**config.mk**
```make
export PLATFORM = sky130hd
export DESIGN_NAME = nibble_serial_adder
export DESIGN_NICKNAME = d
export VERILOG_FILES = /design/src/rtl/nibble_serial_adder.sv
export SDC_FILE = /design/constraint.sdc
export NUM_CORES = 1
export LEC_CHECK = 0
export BUFFER_PORTS_ARGS = -buffer_cell sky130_fd_sc_hd__buf_2
export CORE_MARGIN = 2
export CORE_UTILIZATION = 45
export DETAILED_ROUTE_END_ITERATION = 8
export HOLD_SLACK_MARGIN = 0.15
export PLACE_DENSITY = 0.74
export SYNTH_ARGS = -nofsm -noshare
export SYNTH_HDL_FRONTEND = slang
export SYNTH_SLANG_ARGS = --single-unit
export TNS_END_PERCENT = 30
```
**constraint.sdc**
```tcl
create_clock -name clk -period 6.4 [get_ports clk]
set_input_delay 1.28 -clock clk [delete_from_list [all_inputs] [get_ports clk]]
set_output_delay 1.28 -clock clk [all_outputs]
set_load 0.01 [all_outputs]
```
**src/rtl/nibble_serial_adder.sv**
```systemverilog
// Nibble-serial adder: adds two 4*N_NIB-bit operands one 4-bit slice per clock,
// least-significant slice first, with a valid/ready handshake on each side.
module nibble_serial_adder #(
    parameter int N_NIB = 4
) (
    input  logic               clk,
    input  logic               rst_n,
    input  logic               in_valid,
    output logic               in_ready,
    input  logic [4*N_NIB-1:0] a,
    input  logic [4*N_NIB-1:0] b,
    input  logic               cin,
    output logic               out_valid,
    input  logic               out_ready,
    output logic [4*N_NIB-1:0] sum,
    output logic               cout,
    output logic               busy
);
    localparam int W     = 4 * N_NIB;
    localparam int IDX_W = (N_NIB > 1) ? $clog2(N_NIB) : 1;
    localparam logic [IDX_W-1:0] IDX_LAST = IDX_W'(N_NIB - 1);

    typedef enum logic [1:0] {
        IDLE,
        ADD,
        DONE
    } state_t;

    state_t           state;
    state_t           state_nxt;
    logic [W-1:0]     a_r;
    logic [W-1:0]     b_r;
    logic             carry;
    logic [IDX_W-1:0] idx;
    logic [3:0]       nib_a;
    logic [3:0]       nib_b;
    logic [4:0]       slice;
    logic             accept;

    // 4-bit ripple-carry add; returns {carry_out, sum}.
    function automatic logic [4:0] rca4(input logic [3:0] x, input logic [3:0] y,
                                        input logic ci);
        logic       c;
        logic [3:0] s;
        c = ci;
        for (int i = 0; i < 4; i++) begin
            s[i] = x[i] ^ y[i] ^ c;
            c    = (x[i] & y[i]) | (c & (x[i] ^ y[i]));
        end
        return {c, s};
    endfunction

    assign in_ready  = (state == IDLE);
    assign out_valid = (state == DONE);
    assign busy      = (state != IDLE);
    assign accept    = in_valid & in_ready;

    always_comb begin
        nib_a = a_r[4*idx +: 4];
        nib_b = b_r[4*idx +: 4];
        slice = rca4(nib_a, nib_b, carry);
    end

    always_comb begin
        state_nxt = state;
        unique case (state)
            IDLE: if (accept) state_nxt = ADD;
            ADD:  if (idx == IDX_LAST) state_nxt = DONE;
            DONE: if (out_ready) state_nxt = IDLE;
            default: state_nxt = IDLE;
        endcase
    end

    always_ff @(posedge clk or negedge rst_n) begin
        if (!rst_n) begin
            state <= IDLE;
        end else begin
            state <= state_nxt;
        end
    end

    // Operand copies are pure data: only ever read while a captured operation runs.
    always_ff @(posedge clk) begin
        if (accept) begin
            a_r <= a;
            b_r <= b;
        end
    end

    always_ff @(posedge clk or negedge rst_n) begin
        if (!rst_n) begin
            carry <= 1'b0;
            idx   <= '0;
            sum   <= '0;
            cout  <= 1'b0;
        end else begin
            if (state == IDLE && accept) begin
                carry <= cin;
                idx   <= '0;
                sum   <= '0;
            end else if (state == ADD) begin
                sum[4*idx +: 4] <= slice[3:0];
                carry           <= slice[4];
                if (idx == IDX_LAST) begin
                    cout <= slice[4];
                end else begin
                    idx <= idx + IDX_W'(1);
                end
            end
        end
    end

endmodule

```
Word-level counts from Yosys, hierarchy flattened. Cells that the tools add are included.

$add $sub $neg: 2. Equal/unequal tests: 7. Shift-type cells: 4. Muxes and demuxes: 12. Bitwise operators: 22. Reduce and logical (&&, ||, !) cells: 7.

Operators by type and width (count): 4-bit negator with 34-bit output (1); 4-bit by 34-bit variable shift with 16-bit output, first input constant (1); 4-bit by 34-bit indexed part select with 16-bit output (1); 16-bit two-way mux (2); 16-bit by 5-bit indexed part select with 4-bit output (2); 16-bit bitwise mux (1); 2-bit two-way mux (6); 1-bit AND (9); 1-bit bitwise XOR (8); 2-bit by 1-bit != test with 1-bit output, second input constant (3); 2-bit case mux with 3 select lines (1); 3-bit AND reduction (2); 2-bit equality test, second input constant (2); 1-bit OR (4); 2-bit nonzero test (2); 2-bit by 1-bit adder with 2-bit output, second input constant (1); 2-bit by 1-bit equality test with 1-bit output, second input constant (1); 2-bit logical NOT (1); 1-bit two-way mux (2); 2-bit != test, second input constant (1); 2-bit AND reduction (1); 1-bit logical AND (1); 1-bit NOT (1).

Bits in registers: 54. Output and inout port bits: 20.

Longest topological paths before layout. Gate-level depths: netlist (run 1).

Word-level depth: 13. Depth in mapped cells: 12. Gate-level depth less buffers: 11.

Worst setup path before layout (run 1). No wires, ideal clock.

Path type: in2reg. Start: input in_valid. End: register a_r[0], enable pin. Library setup time: 0.421 ns. Arrival: 2.789 ns. Required time: 5.979 ns. Path slack: 3.190 ns. Stages on the path: 2. Cell sequence: nand2b_1 nor2_1.

Longest elaborated chain between the ends: 1.

RTL lines: from (decl) (line 8) `input logic in_valid,`; 1-bit AND (line 56) `assign accept = in_valid & in_ready;`; via accept (line 38) `logic accept;`; to (signal assigned) (line 85) `a_r <= a;`; to (decl) (line 31) `logic [W-1:0] a_r;`.

The timed path passes the listed nets, and every way through them passes these cells. A chain may end at the register's enable or synchronous reset.

Final worst setup path (run 1).
Start: register idx[0]. End: register sum[7].

Longest elaborated chain between the ends: 13. Elaborated cells on any way between the ends: 25. Classes of those cells: add/sub (1); shift (4); mux (3); bitwise (17).

RTL lines: from (decl) (line 34) `logic [IDX_W-1:0] idx;`; from (signal assigned) (line 107) `idx <= idx + IDX_W'(1);`; 16-bit by 5-bit indexed part select with 4-bit output (on tied branches) (line 59, 60); 1-bit bitwise XOR (line 47, 48); 1-bit AND (line 48) `c = (x[i] & y[i]) | (c & (x[i] ^ y[i]));`; 1-bit OR (line 48); 1-bit AND (line 48); 1-bit OR (line 48); 1-bit AND (line 48); 1-bit OR (line 48); 1-bit bitwise XOR (line 47) `s[i] = x[i] ^ y[i] ^ c;`; 4-bit by 34-bit indexed part select with 16-bit output (line 102) `sum[4*idx +: 4] <= slice[3:0];`; 16-bit bitwise mux (*) (line 102); 16-bit two-way mux (*) (line 101) `end else if (state == ADD) begin`; 16-bit two-way mux (*) (line 97) `if (state == IDLE && accept) begin`; to (signal, indexed assignment) (line 102); to (decl) (line 15) `output logic [4*N_NIB-1:0] sum,`.

Every way passes the cells marked *; elsewhere a longest branch is shown, timed or not. The select of a mux whose other input is x is not followed.

==> impl_summary.log, run 1 <==
INFO  metric max_freq = 306 MHz
INFO  metric yosysTopAreaCellShare = 41.9%
INFO  metric synth.cell_area = 2290 sq um
INFO  metric data_required_critical_path = 6600 ps
INFO  metric numClockSinks = 54
INFO  metric post-route-util = 56.9%
INFO  metric fin_worst_skew = 8.49 ps
INFO  metric share_of_synthesized_cell_area_in_and_or_nand_and_nor_gates = 5.68%
INFO  metric cts.hold.buffers_added = 0
INFO  metric max_slew.worst_pin.slew = 727 ps
INFO  metric synth.yosys.warnings = 0
INFO  metric max_slew_margin = 51.5%
INFO  metric antennaDiodeCount = 0
INFO  metric grt_first_pass_wirelength = 6450 um
INFO  metric design.final.nets = 245
INFO  metric grt_setup_unrepaired = no
INFO  metric post_synth_top_flop = edfxtp_1
INFO  metric layout.cells.non_filler = 268
INFO  metric min_cycle_time_layout = 3270 ps
INFO  metric post_drt_via_cell_ratio = 5.11
INFO  metric grt-ovfl-total = 0
INFO  metric power.total = 1.28 mW
INFO  metric synth_fa_ha_area_share = 5.68%
INFO  metric startpoint_type = register
INFO  metric grt_start_max_net_pins = 33
INFO  metric grt_most_used_layer = met2
INFO  metric fp.dieH = 75.4 um
INFO  metric globalRouteTotalUtil = 15.5%
INFO  metric cts.clk_slew.worst_paths = 90 ps
INFO  metric cts_repair_resize_count = 0
INFO  metric cts-buffers-inserted = 5
INFO  metric synth_edf_count = 32
INFO  metric min_path_type = register to register
INFO  metric firstDrtPassIters = 4
INFO  metric gpl.final_weighted_congestion = 0.776
INFO  metric design.die.area = 5680 sq um
INFO  metric timing_max_transition_violations_final = 0
INFO  metric synth_xor_xnor_area_share = 0%
INFO  metric clock_path_buffers = 2
INFO  metric groute.layer.met1.usage = 20.2%
INFO  metric crit_path_max_fanout = 17
INFO  metric cap_viol_max_count = 0
INFO  metric ys_seq_area_share = 65.9%
INFO  metric synth_area_leader_cell = edfxtp_1
INFO  metric worst_ir_drop_vdd = 192 uV
INFO  metric core_area = 4820 sq um
INFO  metric number_of_primary_i_o_pins = 57
INFO  metric row_count = 25
INFO  metric timing.reg2reg.worst_path_depth = 10
INFO  metric drt_wl_total = 3890 um
INFO  metric cts_tree = yes
INFO  metric drcViolationCount = 0
INFO  metric clock_root_cell = clkbuf_8
INFO  metric wire_per_inst = 14.5 um
INFO  metric ctsHtreeMaxLevel = 2
INFO  metric finalSetupViolations = 0
INFO  metric floorplan.die.width = 75.4 um
INFO  metric postSynthAreaPerCell = 16.3 sq um
INFO  metric postRouteAntennaNets = 0
INFO  metric n_fill_cell = 412
INFO  metric use_met2 = 25.6%
INFO  metric yosys_register_bits = 54
INFO  metric finalHoldWorstSlack = 498 ps
INFO  metric setup.worst_path.end_class = register
INFO  metric synth_compound_area_share = 9.93%
INFO  metric synth_top_family_by_area = compound AO/OA/AOI/OAI gates
INFO  metric asyncSetResetFlopFracSynth = 40.7%
INFO  metric post_cts_buffers = 0
INFO  metric post_synthesis_net_count = 186
INFO  metric clkLatencyLatePin = 300 ps
INFO  metric final_layout_size_suffix_gt1_share = 36.8%
INFO  metric synth_most_common_cell = edfxtp_1
INFO  metric power_per_cell_area = 466 nW/um^2
INFO  metric mux_cell_area_share_after_synthesis = 9.17%
INFO  metric report.final.hold_viol_count = 0
INFO  metric synth_common_cells = edfxtp_1 (32), dfrtp_1 (22), inv_1 (12)
INFO  metric first_global_vias = 1389
INFO  metric syn2layout_area_growth = 19.5%
INFO  metric critPathKind = register to register
INFO  metric min_path_cells = 1
INFO  metric synth.distinct_cells = 32
INFO  metric grt_use_met3 = 3.17%
INFO  metric timing.setup.tns = 0 ps
INFO  metric drt_iter0_drc = 68
INFO  metric route.vias.total = 1370
INFO  metric number_of_port_buffers = 56
INFO  metric antenna_found_initial = 0
INFO  metric status = complete, no violations
INFO  metric arrival = 3460 ps
INFO  metric hpwl = 2850 um
INFO  metric cellLeakagePower = 1.21 nW
INFO  metric cells_after_synth = 141
INFO  metric post-place-cells = 260
INFO  metric synth_top_cells_by_area = edfxtp_1 (42%), dfrtp_1 (24%), mux4_2 (5.9%), a22o_1 (4.2%), fa_1 (3.5%)
INFO  metric initial_utilization = 47.6%
INFO  metric final_min_period_over_clock_period = 51.0%
[worst paths after layout]
path / start / to / slack, ps
setup / recovery: idx[0] / sum[7] / 3130
hold / removal: sum[12] / sum[12] / 500
setup reg to reg: idx[0] / sum[7] / 3130
hold reg to reg: sum[12] / sum[12] / 500
max in group asynchronous: rst_n / sum[10] / 5150
min in group asynchronous: rst_n / sum[12] / 930
[per-stage QoR]
step | area [sq um] | worst slack (ps)
floorplan | 2290 | 3190
global placement | 2630 | 3170
detailed placement | 2630 | 3070
CTS | 2740 | 3060
global route | 2740 | 2890
finish | 2740 | 3130
[critical path, stage by stage (launching register included)]
cell     delay, ps
dfrtp_1        820
mux4_1         640
inv_1           80
fa_1           160
inv_1           50
fa_1           350
inv_1           80
fa_1           160
inv_1           50
fa_1           520
a22o_1         240
[placed cells by master, fill, tap and decap left out, types with 4 or more instances in the layout]
cell type / netlist / final
buf_2: 3 / 56
o2bb2ai_1: 8 / 8
edfxtp_1: 32 / 32
a22o_1: 11 / 11
dfrtp_1: 22 / 22
a21o_1: 4 / 4
mux4_2: 6 / 6
clkbuf_8: 0 / 5
inv_1: 12 / 12
ha_1: 4 / 4
nand2_1: 5 / 5
fa_1: 4 / 4
[registers in the layout, summed over array words and instances, names as in the netlist]
signal and cells:
a_r 16, b_r 16, sum 16, idx 2, state 2, carry 1, cout 1
[logic make-up (layout without fill, tap and decap cells)]
logic type	count (synthesis)	after routing
DFF	54	54
adders and majority gates	8	8
AOI/OAI and AO/OA	28	28
and+or+nand+nor	23	23
muxes	10	10
buffers and inverters	18	78
[report_power, final]
group / internal (mW) / switching, mW / total (mW) / leakage [nW]
clock network: 0.117 / 0.100 / 0.217 / 0.0524
logic: 0.237 / 0.282 / 0.520 / 0.566
registers: 0.464 / 0.0754 / 0.539 / 0.592
total: 0.818 / 0.458 / 1.28 / 1.21
[area by class of cell]
type	instances	area [sq um]	share of cell area, %
clock buffer	7	76.3	2.79
clock inverter	1	30.0	1.10
inverter	13	48.8	1.78
multi-input combinational	69	701	25.6
sequential	54	1510	55.2
tap	67	83.8	3.06
timing repair buffer	57	288	10.5
[per-layer routing]
layer	share of wire [%]	vias to the layer above
met5	0	-
met4	2.0	0
met3	5.0	10
met2	50	48
met1	43	661
li1	-	651
Note: power is estimated with default switching activity, not from simulation.
==> inputs of run 2 (changes only) <==
Clock period 6.4 ns to 3.1 ns, I/O delays scaled along.
==> impl_summary.log, run 2 (synthesized netlist as in run 1, its figures left out) <==
INFO  metric report.final.hold_viol_count = 0 (unchanged)
INFO  metric finalHoldWorstSlack = 251 ps (-247 ps)
INFO  metric core_area = 4820 sq um (unchanged)
INFO  metric finalSetupViolations = 0 (unchanged)
INFO  metric fin_worst_skew = 10.6 ps (+2.11 ps)
INFO  metric grt_start_max_net_pins = 33 (unchanged)
INFO  metric power_per_cell_area = 976 nW/um^2 (+110%)
INFO  metric timing.rr.end = sum[7]
INFO  metric worst_ir_drop_vdd = 455 uV (+140%)
INFO  metric timing_max_transition_violations_final = 0 (unchanged)
INFO  metric number_of_primary_i_o_pins = 57 (unchanged)
INFO  metric cts_repair_resize_count = 0 (unchanged)
INFO  metric arrival = 3110 ps (-350 ps)
INFO  metric cts.hold.buffers_added = 0 (unchanged)
INFO  metric critPathKind = register to register
INFO  metric reg_to_reg_critical_path_startpoint = idx[0]
INFO  metric drt_iter0_drc = 88 (+29%)
INFO  metric regs_by_ff_count = a_r (16), b_r (16), sum (16)
INFO  metric cellLeakagePower = 1.22 nW (+1.1%)
INFO  metric grt-ovfl-total = 0 (unchanged)
INFO  metric grt_setup_unrepaired = no
INFO  metric finish.instance_area = 2760 sq um (+0.73%)
INFO  metric globalRouteTotalUtil = 16.4% (+0.92 points)
INFO  metric cts.clk_slew.worst_paths = 100 ps (about the same)
INFO  metric startpoint_type = register
INFO  metric number_of_port_buffers = 56 (unchanged)
INFO  metric initial_utilization = 47.6% (unchanged)
INFO  metric timing.setup.tns = 0 ps (unchanged)
INFO  metric first_global_vias = 1380 (-0.65%)
INFO  metric grt_first_pass_wirelength = 6690 um (+3.6%)
INFO  metric drt_wl_total = 4260 um (+9.7%)
INFO  metric post-route-worst-setup-slack = 199 ps (-2940 ps)
INFO  metric numClockSinks = 54 (unchanged)
INFO  metric row_count = 25 (unchanged)
INFO  metric n_fill_cell = 418 (+1.5%)
INFO  metric firstDrtPassIters = 4 (unchanged)
INFO  metric wire_per_inst = 15.8 um (+8.9%)
INFO  metric antennaDiodeCount = 0 (unchanged)
INFO  metric final_min_period_over_clock_period = 93.6% (+43 points)
INFO  metric cap_viol_max_count = 0 (unchanged)
INFO  metric post_drt_via_cell_ratio = 5.13 (+0.35%)
INFO  metric post_cts_buffers = 0 (unchanged)
INFO  metric final_layout_size_suffix_gt1_share = 37.9% (+1.1 points)
INFO  metric design.final.nets = 247 (+0.82%)
INFO  metric power.total = 2.69 mW (+110%)
INFO  metric max_slew.worst_pin.slew = 488 ps (-239 ps)
INFO  metric syn2layout_area_growth = 20.4%
INFO  metric max_freq = 345 MHz (+13%)
INFO  metric data_required_critical_path = 3310 ps (-3290 ps)
INFO  metric clock_root_cell = clkbuf_8
INFO  metric antenna_found_initial = 0 (unchanged)
INFO  metric fp.dieH = 75.4 um (unchanged)
INFO  metric dpl-instance-area = 2650 sq um (+0.57%)
INFO  metric setup.worst_path.end_class = register
INFO  metric timing.reg2reg.worst_path_depth = 10 (unchanged)
INFO  metric layout.cells.most_common = buf_2
INFO  metric pre_cts_ws = 191 ps (-2880 ps)
INFO  metric postRouteAntennaNets = 0 (unchanged)
INFO  metric cts_tree = yes
INFO  metric max_slew_margin = 67.5% (+16 points)
INFO  metric min_path_type = primary input to asynchronous set/reset pin
INFO  metric floorplan.die.width = 75.4 um (unchanged)
INFO  metric crit_path_max_fanout = 5 (-12)
INFO  metric status = complete, no violations
INFO  metric route.vias.total = 1385 (+1.1%)
INFO  metric cts-buffers-inserted = 5 (unchanged)
INFO  metric clkLatencyLatePin = 310 ps (about the same)
INFO  metric gpl.final_weighted_congestion = 0.781 (+0.67%)
INFO  metric hpwl = 3100 um (+8.8%)
INFO  metric design.die.area = 5680 sq um (unchanged)
INFO  metric min_cycle_time_layout = 2900 ps (-365 ps)
INFO  metric drcViolationCount = 0 (unchanged)
INFO  metric clock_path_buffers = 2 (unchanged)
INFO  metric regToRegSetupSlack = 200 ps (-2940 ps)
INFO  metric most-common-layout-cells = buf_2 (56), edfxtp_1 (32), dfrtp_1 (22)
INFO  metric ctsHtreeMaxLevel = 2 (unchanged)
[run 2: power breakdown]
part / total [mW] / switching [mW] / internal, mW
Clock: 0.472 / 0.231 / 0.241
Sequential: 1.08 / 0.119 / 0.958
Combinational: 1.15 / 0.641 / 0.504
Total: 2.69 / 0.991 / 1.70
[run 2: cell type report]
type                            count  area [sq um]  share of cell area [%]
Inverter                           13          48.8                    1.77
Clock inverter                      3          42.5                    1.54
Multi-Input combinational cell     69           701                    25.4
Sequential cell                    54          1510                    54.8
Tap cell                           67          83.8                    3.04
Timing Repair Buffer               59           303                    11.0
Clock buffer                        5          68.8                    2.49
[run 2: metrics by stage]
step / std cells / util (%)
global route: 270 / 57.3
floorplan: 141 / -
global placement: 262 / 55.0
finish: 270 / 57.3
CTS: 270 / 57.3
detailed placement: 262 / 55.0
[run 2: how the worst max path moves through the flow]
stage           start  endpoint  slack (ps)
4_1_cts        idx[0]    sum[7]         170
6_report       idx[0]    sum[7]         200
3_3_place_gp   idx[0]    sum[7]         310
3_5_place_dp   idx[0]    sum[7]         190
5_1_grt        idx[0]     carry          70
2_1_floorplan  idx[0]   sum[11]         390
[run 2: worst max-delay path, cell delays in order, from the launching register on]
cell and delay (ps):
dfrtp_1 490, mux4_1 590, inv_1 90, fa_1 160, inv_1 50, fa_1 360, inv_1 80, fa_1 160
inv_1 50, fa_1 520, a22o_1 250
[run 2: routing by layer]
metal	vias up	track usage (%)	part of all wire [%]
met5	-	0	0
met4	0	6.04	1.6
met3	7	3.57	6.1
met2	56	26.5	49
met1	664	22.2	43
li1	658	-	-
